**config.mk**
```make
export PLATFORM = sky130hd
export DESIGN_NAME = memaccess
export DESIGN_NICKNAME = d
export VERILOG_FILES = /design/src/rtl/memaccess.sv
export SDC_FILE = /design/constraint.sdc
export NUM_CORES = 1
export LEC_CHECK = 0
export ABC_AREA = 1
export BUFFER_PORTS_ARGS = -buffer_cell sky130_fd_sc_hd__buf_2
export CORE_MARGIN = 10
export CORE_UTILIZATION = 41
export DETAILED_ROUTE_END_ITERATION = 8
export PLACE_DENSITY = 0.81
export SLEW_MARGIN = 20
export SYNTH_ARGS = -nofsm -noshare
export SYNTH_HDL_FRONTEND = slang
export SYNTH_SLANG_ARGS = --single-unit
```
**constraint.sdc**
```tcl
create_clock -name clk -period 1.8 [get_ports clk]
set_clock_uncertainty 0.15 [all_clocks]
set_input_delay 0.09 -clock clk [delete_from_list [all_inputs] [get_ports clk]]
set_output_delay 0.09 -clock clk [all_outputs]
set_load 0.005 [all_outputs]
```
**src/rtl/memaccess.sv**
```systemverilog
// Venus memory-access stage: drives the synchronous data memory and presents a registered writeback slot.
// Optional MEMACCESS_PERF_EN adds accepted-load/store counters (ld_cnt_o, st_cnt_o).
module memaccess #(
  parameter int unsigned ADDR_W = 16,
  parameter int unsigned WORD_W = 32,
  parameter int unsigned RD_W   = 5
) (
  input  logic              clk,
  input  logic              rst,
  input  logic              v_i,
  output logic              stall_o,
  input  logic [1:0]        op_i,
  input  logic [ADDR_W-1:0] addr_i,
  input  logic [WORD_W-1:0] result_i,
  input  logic [WORD_W-1:0] sdata_i,
  input  logic              wb_i,
  input  logic [RD_W-1:0]   rd_num_i,
  output logic [ADDR_W-1:0] mem_addr_o,
  output logic              mem_we_o,
  output logic [WORD_W-1:0] mem_d_o,
  input  logic [WORD_W-1:0] mem_q_i,
  output logic              v_o,
  input  logic              stall_i,
  output logic              wb_o,
  output logic [RD_W-1:0]   rd_num_o,
  output logic [WORD_W-1:0] rd_data_o
`ifdef MEMACCESS_PERF_EN
  ,
  output logic [31:0]       ld_cnt_o,
  output logic [31:0]       st_cnt_o
`endif
);

  localparam logic [1:0] OP_LD = 2'b01;
  localparam logic [1:0] OP_ST = 2'b10;

  logic              accept;
  logic              is_ld;
  logic              is_st;
  logic              v_q, v_d;
  logic              wb_q, wb_d;
  logic              ld_q, ld_d;
  logic              cap_q, cap_d;
  logic [RD_W-1:0]   rd_q, rd_d;
  logic [WORD_W-1:0] data_q, data_d;

  assign stall_o    = v_q & stall_i;
  assign accept     = v_i & ~stall_o;
  assign is_ld      = (op_i == OP_LD);
  assign is_st      = (op_i == OP_ST);

  assign mem_addr_o = addr_i;
  assign mem_we_o   = accept & is_st;
  assign mem_d_o    = sdata_i;

  // Load data flows straight from memory until captured on the first stalled edge.
  assign rd_data_o  = (ld_q & ~cap_q) ? mem_q_i : data_q;
  assign v_o        = v_q;
  assign wb_o       = wb_q & v_q;
  assign rd_num_o   = rd_q;

  always_comb begin
    v_d    = v_q;
    wb_d   = wb_q;
    ld_d   = ld_q;
    cap_d  = cap_q;
    rd_d   = rd_q;
    data_d = data_q;
    if (accept) begin
      v_d    = 1'b1;
      wb_d   = wb_i & ~is_st;
      rd_d   = rd_num_i;
      data_d = result_i;
      ld_d   = is_ld;
      cap_d  = 1'b0;
    end else if (!stall_i) begin
      v_d  = 1'b0;
      wb_d = 1'b0;
    end else if (v_q && ld_q && !cap_q) begin
      data_d = mem_q_i;
      cap_d  = 1'b1;
    end
  end

  always_ff @(posedge clk or posedge rst) begin
    if (rst) begin
      v_q    <= 1'b0;
      wb_q   <= 1'b0;
      ld_q   <= 1'b0;
      cap_q  <= 1'b0;
      rd_q   <= '0;
      data_q <= '0;
    end else begin
      v_q    <= v_d;
      wb_q   <= wb_d;
      ld_q   <= ld_d;
      cap_q  <= cap_d;
      rd_q   <= rd_d;
      data_q <= data_d;
    end
  end

`ifdef MEMACCESS_PERF_EN
  logic [31:0] ld_cnt_q, ld_cnt_d;
  logic [31:0] st_cnt_q, st_cnt_d;

  assign ld_cnt_d = ld_cnt_q + 32'(accept & is_ld);
  assign st_cnt_d = st_cnt_q + 32'(accept & is_st);
  assign ld_cnt_o = ld_cnt_q;
  assign st_cnt_o = st_cnt_q;

  always_ff @(posedge clk or posedge rst) begin
    if (rst) begin
      ld_cnt_q <= '0;
      st_cnt_q <= '0;
    end else begin
      ld_cnt_q <= ld_cnt_d;
      st_cnt_q <= st_cnt_d;
    end
  end
`endif

endmodule

```
After elaboration in Yosys (flattened, before gate mapping)
Cells that the tools add are included.
Operators by class
  multiplexer cells: 10
  reduce and logical (&&, ||, !) cells: 6
  bitwise logic cells: 9
  equal/unequal tests: 3
Operator list (number)
  2-to-1 mux 32 bit: 4
  AND 1 bit: 6
  2-to-1 mux 1 bit: 6
  nonzero test 2 bit: 2
  NOT 1 bit: 3
  == test 2 x 1 -> 1 bit (second input constant): 1
  == test 2 bit (second input constant): 1
  logical AND 1 bit: 2
  != test 2 x 1 -> 1 bit (second input constant): 1
  AND reduction 2 bit: 1
  logical NOT 1 bit: 1
Word-level totals
  flip-flop bits (word level): 41
  word-level logic and storage cells: 34
  output and inout bits: 89
  input bits: 124

Depth between registers and ports, before layout
Gate-level depths: netlist (run 1).
  word-level depth: 5
  gate-level depth with buffers: 8
  mapped depth without buffers: 6

Worst setup path before layout (run 1)
OpenSTA, ideal clock, no wires.
  kind: register to register
  start: register v_q, in the netlist v_o
  end: register data_q[0]
  path buffers: 2
  path slack: 497 ps
  library setup time: 116 ps
  required time: 1534 ps
  arrival: 1036 ps
  cell stages (with the launch flop): 9
  period minus slack after synthesis: 1303 ps
  path through: dfrtp_1 nand2_2 nand2_2 buf_6 buf_6 nand2_1 nand2_1 nand2_1 nand2_1
On the way
  longest elaborated chain between the ends: 5
  elaborated cells between the ends (all ways): 9
  classes of those cells: mux: 1; bitwise: 3; reduce/logical: 5
Ends and longest elaborated chain
  from (decl): line 40  | logic v_q, v_d;
  from (signal assigned): line 94  | v_q <= v_d;
  AND 1 bit: line 47  | assign stall_o = v_q & stall_i;
  NOT 1 bit: line 48  | assign accept = v_i & ~stall_o;
  AND 1 bit: line 48
  nonzero test 2 bit (no line)
  AND reduction 2 bit (no line)
  to (signal assigned): line 99  | data_q <= data_d;
  to (decl): line 45  | logic [WORD_W-1:0] data_q, data_d;
Several ways; a longest one is shown, not always the timed one.
A chain may end at the register's enable or synchronous reset.

Final worst setup path (run 1)
  start: register cap_q
  end: output port rd_data_o[20]
On the way
  longest elaborated chain between the ends: 3
Ends and longest elaborated chain
  from (decl): line 43  | logic cap_q, cap_d;
  from (signal assigned): line 97  | cap_q <= cap_d;
  NOT 1 bit: line 57  | assign rd_data_o = (ld_q & ~cap_q) ? mem_q_i : data_q;
  AND 1 bit: line 57
  2-to-1 mux 32 bit: line 57
  to (decl): line 26  | output logic [WORD_W-1:0] rd_data_o
No other way between the ends.

==> results.py, run 1 <==
metrics = {
    "synthesis": {
        "yosysTopAreaCellShare": 0.3567,
        "yosysTopAreaCell": "dfrtp_1",
        "syn-instance-count": 445,
        "synth_edf_count": 0,
        "synth.most_common_cell": "nand2_1",
        "synthFlopType": "dfrtp_1",
        "ys_seq_area_frac": 0.3567,
        "synth_warnings": 0,
        "syn_area_per_cell_sq_um": 6.464,
        "synthDistinctLibCells": 15,
        "synth_common_cells": "246 x nand2_1, 65 x nand3_1, 55 x buf_4",
        "syn-cell-area_sq_mm": 0.002877,
        "synthArstFlopShare": 1.000,
        "ys_ff_latch": 41,
        "ys_top_cells_by_area": "dfrtp_1 36%, nand2_1 32%, buf_4 14%",
        "synth_nets": 569,
    },
    "sta": {
        "hold_violations": 0,
        "relSlewSlack": 0.6736,
        "rsz0062_at_grt": "false",
        "max_freq_ghz": 0.5814,
        "tightest_slew_ns": 0.4889,
        "slew_viol_final": 0,
        "finalSetupTns_ns": 0,
        "final-setup-viol-count": 0,
        "finalCritPeriodShare": 0.9555,
        "period_needed_ns": 1.720,
    },
    "job": {
        "drv_cap": 0,
    },
    "floorplanning": {
        "placementRows": 30,
        "io_pins": 213,
        "floorplan.initialDensity": 0.4234,
        "dieArea_sq_mm": 0.01077,
        "coreArea_sq_mm": 0.006794,
        "die_y_um": 103.8,
        "die_w_um": 103.8,
    },
    "routing": {
        "drt_first_pass_iters": 5,
        "vias": 3273,
        "drc_errors": 0,
        "drtIter0Drc": 134,
        "ant_nets": 0,
        "wirelength_mm": 9.997,
        "routedWlPerCell_um": 14.70,
        "vias_per_cell": 4.813,
    },
    "setup_path": {
        "worst-path-buf-inv": 3,
        "critical-path-top-delay-family": "buffers and inverters",
        "required_ns": 1.56,
        "cp-start-kind": "flop",
        "endpoint_kind": "primary output",
        "cpMaxStageDelayCell": "dfrtp_1",
        "crit_arrival_ns": 1.48,
        "max_stage_delay_ns": 0.42,
        "cp-endpoint": "rd_data_o[20]",
        "crit_top_cell": "nand2_1",
        "rr_endpoint": "data_q[29]",
        "crit_chain": "nor2_4 > clkinvlp_4 > buf_4 > nand2_1 > nand2_1 > buf_2",
        "r2r-start": "v_o",
        "crit_fanout": 8,
        "startpoint": "cap_q",
        "critPathKind": "reg2out",
        "rr_worst_depth": 6,
        "cp_num_cells": 6,
        "r2r_slack_ns": 0.22,
    },
    "place": {
        "dp_hpwl_mm": 6.591,
        "port_buffers": 116,
        "gp_congestion": 0.7181,
    },
    "layout": {
        "drive_gt1_frac": 0.2521,
        "n_fill_cell": 597,
        "syn_to_final_growth_pct": 41.32,
        "num-nets-final": 706,
        "finalCoreUtilization": 0.5983,
    },
    "power_and_ir_drop": {
        "power_leakage_uw": 0.002385,
        "p_per_area_mw_per_mm2": 726.9,
        "power.internal_uw": 1955,
        "p_clk_frac": 0.226,
        "seq_power_share": 0.396,
        "peakVddDrop_uv": 305.7,
        "p_switching_uw": 1000,
        "comb_power_share": 0.377,
        "p_sw_frac": 0.3385,
    },
    "clock_tree": {
        "cts_max_level": 2,
        "cts_tree": "done",
        "cts-root-buf": "clkbuf_8",
        "clk_pin_slew_ns": 0.08,
        "numCtsBuffers": 5,
        "clk_path_buf_depth": 2,
        "clk_latency_ns": 0.29,
        "clock_sinks": 41,
    },
    "global_routing": {
        "grt_pass1_vias": 3396,
        "grt_use_total": 0.1747,
        "antenna_found_initial": 0,
        "gr-total-overflow": 0,
        "grt_max_degree": 33,
        "grt_pass1_wl_mm": 16.12,
    },
    "status": {
        "status": "complete, no violations",
    },
    "worst_hold_path": {
        "min_path_type": "in2out",
    },
}
## worst min path at each step
stage,start,to,slack [ns],depth (start not counted)
finish,addr_i[15],mem_addr_o[15],0.03,0
global route,addr_i[15],mem_addr_o[15],0.03,0
CTS,op_i[0],ld_q,0.03,5
detailed placement,rst,data_q[11],0.02,2
global placement,rst,data_q[11],-0.007,2
floorplan,rd_num_i[0],rd_num_o[0],0.05,2
## final cells by class
class / instances / area (sq um) / share of cell area
Tap cell: 96 / 120.1 / 0.02955
Inverter: 9 / 37.54 / 0.009234
Multi-Input combinational cell: 320 / 1303 / 0.3204
Timing Repair Buffer: 205 / 1475 / 0.3629
Sequential cell: 41 / 1026 / 0.2524
Antenna cell: 1 / 2.502 / 0.0006156
Clock buffer: 7 / 96.34 / 0.02370
Clock inverter: 1 / 5.005 / 0.001231
## stage by stage
step	worst slack (ns)	hold WS, ns	std cells	power (uW)	area, sq um
final	0.08010	0.03000	680	2955	4065
after floorplan	0.4973	0.04962	445	1814	2877
after detailed placement	0.2489	0.01548	596	2162	3206
after CTS	0.02326	0.02810	678	2973	4051
after global routing	0.001550	0.03001	679	3176	4063
after global placement	0.3052	-0.006621	596	2127	3206
## power by group through the flow
stage	clock network (uW)	logic [uW]	registers, uW
finish	669	1110	1170
global placement	0	950	1180
global route	735	1250	1190
floorplan	0	648	1170
detailed placement	0	973	1190
CTS	701	1100	1170
## cells by family after synthesis
family                 count (synthesis)  synth area share
and+or+nand+nor                      318            0.4493
buffers and inverters                 84            0.1905
DFF                                   41            0.3567
AOI/OAI and AO/OA                      2          0.003476
## state kept, by name, summed over array words and instances (netlist names)
register  cells
rd_num_o      5
ld_q          1
cap_q         1
data_q       32
wb_q          1
v_o           1
## worst register-to-register path, cell delays in order (launching register included)
cell and delay, ns:
dfrtp_1 0.40, nand2_2 0.12, nand2_2 0.28, nand2_2 0.18
buf_4 0.23, nand2_1 0.09, nand2_1 0.07
## repair_timing
action                                  CTS  global route
hold buffers                             74             0
resized for setup                         1             1
endpoints found under the hold margin    60             0
endpoints found under the setup margin   17            25
buffers inserted                          0             1
## cell usage in the layout (no fill, tap or decap)
cell type      count
nor2_4             1
diode_2            1
inv_1              6
buf_2            116
clkbuf_8           7
clkinvlp_4         1
nor2_1             2
dlygate4sd3_1     74
dfrtp_1           41
o21ai_0            1
buf_4             11
nand2_2            4
buf_12             3
nand3_1           65
buf_6              1
nand2_1          246
clkinv_2           1
inv_2              2
o21ai_1            1
## metal layers
layer / part of all wire / GRT usage / up-vias
met5: 0 / 0 / -
met4: 0.045 / 0.09245 / 0
met3: 0.069 / 0.04461 / 60
met2: 0.50 / 0.3122 / 144
met1: 0.38 / 0.1837 / 1476
li1: - / - / 1593
(Power assumes the default switching activity.)
==> inputs of run 2 (changes only) <==
--- a/config.mk
+++ b/config.mk
@@ -8,9 +8,10 @@
 export ABC_AREA = 1
 export BUFFER_PORTS_ARGS = -buffer_cell sky130_fd_sc_hd__buf_2
 export CORE_MARGIN = 10
-export CORE_UTILIZATION = 41
+export CORE_UTILIZATION = 44
+export CTS_CLUSTER_SIZE = 30
 export DETAILED_ROUTE_END_ITERATION = 8
-export PLACE_DENSITY = 0.81
+export PLACE_DENSITY = 0.86
 export SLEW_MARGIN = 20
 export SYNTH_ARGS = -nofsm -noshare
 export SYNTH_HDL_FRONTEND = slang
==> constraint.sdc (replaced) <==
create_clock -name clk -period 2 [get_ports clk]
set_clock_uncertainty 0.15 [all_clocks]
set_input_delay 0.1 -clock clk [delete_from_list [all_inputs] [get_ports clk]]
set_output_delay 0.1 -clock clk [all_outputs]
set_load 0.005 [all_outputs]
==> results.py, run 2 (synthesis gave the netlist of run 1 again) <==
metrics = {
    "layout": {
        "multiInputGateArea_sq_mm": 0.001321,
        "largest_reg_flops": 32,
        "final-instance-count-excl-fill": 655,
        "fin_area_sq_mm": 0.004065,
        "n_fill_cell": 578,
        "syn_to_final_growth_pct": 41.32,
        "drive_gt1_frac": 0.2478,
        "num-nets-final": 700,
        "final_cell_mix": "246 x nand2_1, 116 x buf_2, 70 x dlygate4sd3_1",
        "largest-register": "data_q",
        "layout_commonest_cell": "nand2_1",
        "final-seq-area_sq_mm": 0.001026,
    },
    "worst_hold_path": {
        "holdPathStages": 5,
        "min_to": "data_q[8]",
        "min_from": "result_i[8]",
        "min_path_type": "in2reg",
    },
    "setup_path": {
        "required_ns": 2.02,
        "startpoint": "wb_i",
        "rr_endpoint": "data_q[20]",
        "crit_fanout": 1,
        "crit_arrival_ns": 1.96,
        "r2r-start": "v_o",
        "rr_worst_depth": 8,
        "r2r_slack_ns": 0.08,
        "cp-start-kind": "input port",
        "critPathKind": "in2reg",
        "endpoint_kind": "flop",
    },
    "clock_tree": {
        "clk_path_buf_depth": 2,
        "clk_latency_ns": 0.29,
        "numCtsBuffers": 5,
        "cts_max_level": 2,
        "clk_pin_slew_ns": 0.07,
        "clock_sinks": 41,
        "cts_tree": "done",
        "cts-root-buf": "clkbuf_8",
    },
    "global_routing": {
        "grt_pass1_wl_mm": 15.73,
        "antenna_found_initial": 2,
        "gr-total-overflow": 0,
        "grt_pass1_vias": 3331,
        "grt_max_degree": 42,
        "grt_use_total": 0.1885,
    },
    "floorplanning": {
        "die_y_um": 100.9,
        "die_w_um": 100.9,
        "floorplan.initialDensity": 0.4530,
        "coreArea_sq_mm": 0.006350,
        "io_pins": 213,
        "placementRows": 29,
        "dieArea_sq_mm": 0.01017,
    },
    "power_and_ir_drop": {
        "seq_power_share": 0.378,
        "p_per_area_mw_per_mm2": 684.0,
        "comb_power_share": 0.378,
        "p_clk_frac": 0.243,
        "p_sw_frac": 0.3219,
        "power_leakage_uw": 0.002404,
        "peakVddDrop_uv": 374.4,
        "p_switching_uw": 895.1,
        "power.internal_uw": 1886,
    },
    "routing": {
        "drtIter0Drc": 211,
        "drc_errors": 0,
        "vias_per_cell": 4.968,
        "routedWlPerCell_um": 15.58,
        "ant_nets": 0,
        "drt_first_pass_iters": 5,
        "vias": 3254,
        "wirelength_mm": 10.21,
    },
    "sta": {
        "hold_slack_ns": 0.008073,
        "tightest_slew_ns": 0.8540,
        "finalCritPeriodShare": 0.9673,
        "period_needed_ns": 1.935,
        "slew_viol_final": 0,
        "relSlewSlack": 0.4298,
        "final-setup-viol-count": 0,
        "max_freq_ghz": 0.5169,
        "hold_violations": 0,
        "setup_ws_ns": 0.06545,
    },
    "place": {
        "place_ws_ns": 0.4943,
        "post_dp_cell_area_sq_mm": 0.003107,
        "gp_congestion": 0.7736,
        "dp_cells": 572,
        "dp_hpwl_mm": 6.628,
        "port_buffers": 116,
    },
    "job": {
        "drv_cap": 0,
    },
    "status": {
        "status": "complete, no violations",
    },
}
## run 2: cell count changes in the layout (fill, tap and decap cells not counted), moves of 2 or more
cell	before	now
clkbuf_16	0	3
dlygate4sd3_1	74	70
buf_4	11	7
nand2_2	4	2
## run 2: worst max path at each step
stage / endpoint / slack, ns / cells past startpoint
after floorplan: data_q[0] / 0.70 / 8
after global placement: data_q[0] / 0.57 / 5
after detailed placement: data_q[2] / 0.49 / 5
after CTS: data_q[10] / 0.02 / 8
after global routing: data_q[7] / -0.01 / 8
final: wb_q / 0.07 / 6
## run 2: metrics by stage
step	total power, uW	setup TNS [ns]	util
final	2781	0	0.6402
after global routing	2991	-0.01600	0.6402
after CTS	2742	0	0.6179
after detailed placement	1919	0	0.4893
after global placement	1886	0	0.4893
after floorplan	1632	0	-
## run 2: metal layers
metal | routed length [um] | share of wire | global-route usage | vias up
met5 | 0 | 0 | 0 | -
met4 | 422 | 0.041 | 0.09130 | 0
met3 | 873 | 0.086 | 0.06104 | 42
met2 | 5287 | 0.52 | 0.3440 | 147
met1 | 3622 | 0.35 | 0.1867 | 1482
li1 | - | - | - | 1583
## run 2: timing repair
item,4_1_cts,5_1_grt
setup endpoints to repair,0,21
hold endpoints to repair,80,0
setup buffers,0,1
resized for setup,0,12
hold buffers,70,0
## run 2: worst max-delay path: stages
cell and delay (ns):
dlygate4sd3_1 0.53, buf_2 0.12, nand2_1 0.05, dlygate4sd3_1 0.54, o21ai_1 0.06, dlygate4sd3_1 0.56
## run 2: area by class of cell
cell class,count,area share
clock inverter,1,0.007387
inverter,9,0.008310
timing repair buffer,199,0.3613
sequential,41,0.2524
clock buffer,7,0.02124
tap,77,0.02370
multi-input combinational,320,0.3250
antenna,1,0.0006156
## run 2: power groups by stage
| stage | Clock, uW | Sequential, uW | Combinational (uW) |
|---|---|---|---|
| 6_report | 677 | 1050 | 1050 |
| 5_1_grt | 739 | 1070 | 1180 |
| 4_1_cts | 703 | 1050 | 988 |
| 3_5_place_dp | 0 | 1060 | 854 |
| 3_3_place_gp | 0 | 1060 | 827 |
| 2_1_floorplan | 0 | 1050 | 583 |
==> inputs of run 3 (changes only) <==
--- a/config.mk
+++ b/config.mk
@@ -8,10 +8,11 @@
 export ABC_AREA = 1
 export BUFFER_PORTS_ARGS = -buffer_cell sky130_fd_sc_hd__buf_2
 export CORE_MARGIN = 10
-export CORE_UTILIZATION = 44
+export CORE_UTILIZATION = 45
+export CTS_BUF_LIST = sky130_fd_sc_hd__clkbuf_8
 export CTS_CLUSTER_SIZE = 30
 export DETAILED_ROUTE_END_ITERATION = 8
-export PLACE_DENSITY = 0.86
+export PLACE_DENSITY = 0.88
 export SLEW_MARGIN = 20
 export SYNTH_ARGS = -nofsm -noshare
 export SYNTH_HDL_FRONTEND = slang
==> results.py, run 3 (synthesis gave the netlist of run 1 again) <==
metrics = {
    "routing": {
        "vias": 3282,
        "drt_first_pass_iters": 4,
        "routedWlPerCell_um": 15.87,
        "drc_errors": 0,
        "ant_nets": 0,
        "wirelength_mm": 10.30,
        "drtIter0Drc": 150,
        "vias_per_cell": 5.057,
    },
    "setup_path": {
        "crit_arrival_ns": 1.66,
        "r2r_slack_ns": 0.15,
        "cp-start-kind": "flop",
        "rr_endpoint": "data_q[13]",
        "startpoint": "cap_q",
        "endpoint_kind": "primary output",
        "r2r-start": "cap_q",
        "crit_chain": "nor2_4 > clkinvlp_4 > nand2_1 > nand2_1 > buf_2",
        "crit_top_cell": "nand2_1",
        "required_ns": 1.75,
        "cpMaxStageDelayCell": "dfrtp_1",
        "crit_fanout": 16,
        "max_stage_delay_ns": 0.42,
        "rr_worst_depth": 6,
        "critPathKind": "reg2out",
    },
    "power_and_ir_drop": {
        "p_switching_uw": 895.8,
        "power_leakage_uw": 0.002326,
        "comb_power_share": 0.344,
        "seq_power_share": 0.376,
        "p_clk_frac": 0.280,
        "power.internal_uw": 1905,
        "power_uw": 2801,
        "peakVddDrop_uv": 393.8,
        "p_sw_frac": 0.3199,
        "p_per_area_mw_per_mm2": 710.6,
    },
    "worst_hold_path": {
        "holdPathStages": 5,
        "min_from": "result_i[10]",
        "min_to": "data_q[10]",
        "min_path_type": "in2reg",
    },
    "floorplanning": {
        "die_w_um": 99.95,
        "coreArea_sq_mm": 0.006277,
        "dieArea_sq_mm": 0.009990,
        "placementRows": 29,
        "die_y_um": 99.95,
        "floorplan.initialDensity": 0.4582,
        "io_pins": 213,
    },
    "layout": {
        "final_cell_mix": "246 x nand2_1, 116 x buf_2, 70 x dlygate4sd3_1",
        "num-nets-final": 694,
        "syn_to_final_growth_pct": 37.02,
        "drive_gt1_frac": 0.2434,
        "n_fill_cell": 546,
        "layout_commonest_cell": "nand2_1",
        "largest-register": "data_q",
        "largest_reg_flops": 32,
        "finalCoreUtilization": 0.6279,
    },
    "job": {
        "drv_cap": 0,
    },
    "place": {
        "gp_congestion": 0.7427,
        "port_buffers": 116,
        "place_ws_ns": 0.1389,
        "dp_hpwl_mm": 6.067,
    },
    "sta": {
        "hold_slack_ns": -0.0003624,
        "setup_ws_ns": 0.08808,
        "hold_violations": 1,
        "final-setup-viol-count": 0,
        "finalCritPeriodShare": 0.9560,
        "relSlewSlack": 0.4293,
        "tightest_slew_ns": 0.8549,
        "period_needed_ns": 1.912,
        "slew_viol_final": 0,
        "max_freq_ghz": 0.5230,
        "rsz0062_at_grt": "true",
    },
    "global_routing": {
        "grt_pass1_wl_mm": 16.25,
        "grt_pass1_vias": 3435,
        "grt_use_total": 0.1981,
        "antenna_found_initial": 2,
        "gr-total-overflow": 0,
        "grt_max_degree": 42,
    },
    "clock_tree": {
        "cts_max_level": 2,
        "cts-root-buf": "clkbuf_8",
        "clk_latency_ns": 0.30,
        "clk_path_buf_depth": 2,
        "numCtsBuffers": 5,
        "cts_tree": "done",
        "clock_sinks": 41,
        "post_cts_buffers": 0,
        "clk_pin_slew_ns": 0.08,
    },
    "status": {
        "violations": "negative hold slack",
        "status": "complete, but fails checks",
    },
}
==> run 3: changes by cell type in the layout (fill, tap and decap cells not counted), moves of 2 or more <==
cell	before	now
clkinvlp_4	0	2
clkbuf_16	3	0
buf_4	7	5
buf_12	3	0
==> run 3: worst max path at each step <==
stage	cells past startpoint	endpoint	slack (ns)
6_report	5	rd_data_o[16]	0.09
5_1_grt	5	rd_data_o[4]	-0.01
4_1_cts	5	rd_data_o[9]	0.02
3_5_place_dp	6	data_q[22]	0.14
3_3_place_gp	6	data_q[10]	0.25
2_1_floorplan	8	data_q[0]	0.70
==> run 3: final cells by class <==
cell class / instances / area (sq um) / share of cell area
flip-flops and latches: 41 / 1026 / 0.2603
diodes: 1 / 2.502 / 0.0006349
well taps: 77 / 96.34 / 0.02444
repair inverters: 1 / 7.507 / 0.001905
multi-input cells: 320 / 1308 / 0.3317
repair buffers: 192 / 1330 / 0.3375
clock buffers: 5 / 68.82 / 0.01746
inverters: 9 / 37.54 / 0.009524
clock inverters: 3 / 65.06 / 0.01651
==> run 3: what timing repair did <==
action / CTS / global route
gates cloned: 0 / 1
hold buffers: 70 / 0
setup endpoints to repair: 32 / 65
hold endpoints to repair: 80 / 0
gates resized for setup: 1 / 3
==> run 3: stage by stage <==
| stage | cells | area (sq um) | TNS (ns) |
|---|---|---|---|
| after detailed placement | 569 | 3084 | 0 |
| final | 649 | 3941 | 0 |
| after CTS | 647 | 3923 | 0 |
| after floorplan | 445 | 2877 | 0 |
| after global routing | 649 | 3941 | -0.009706 |
| after global placement | 569 | 3084 | 0 |
==> run 3: per-layer routing <==
layer	track usage	share of wire	vias up
li1	-	-	1569
met1	0.1845	0.33	1447
met2	0.3494	0.50	187
met3	0.06799	0.094	77
met4	0.1510	0.075	2
met5	0	0.00068	-
==> run 3: critical path: cells and delay by family (launching register included) <==
family | cells | cell delay (ns)
buf+inv | 2 | 0.50
simple gates | 3 | 0.45
flops | 1 | 0.42
==> run 3: power by group through the flow <==
stage                     sequential, uW  combinational [uW]  clock [uW]
after floorplan                     1050                 583           0
after global placement              1060                 802           0
after detailed placement            1070                 828           0
after CTS                           1050                 936         799
after global routing                1070                1100         830
final                               1050                 963         783
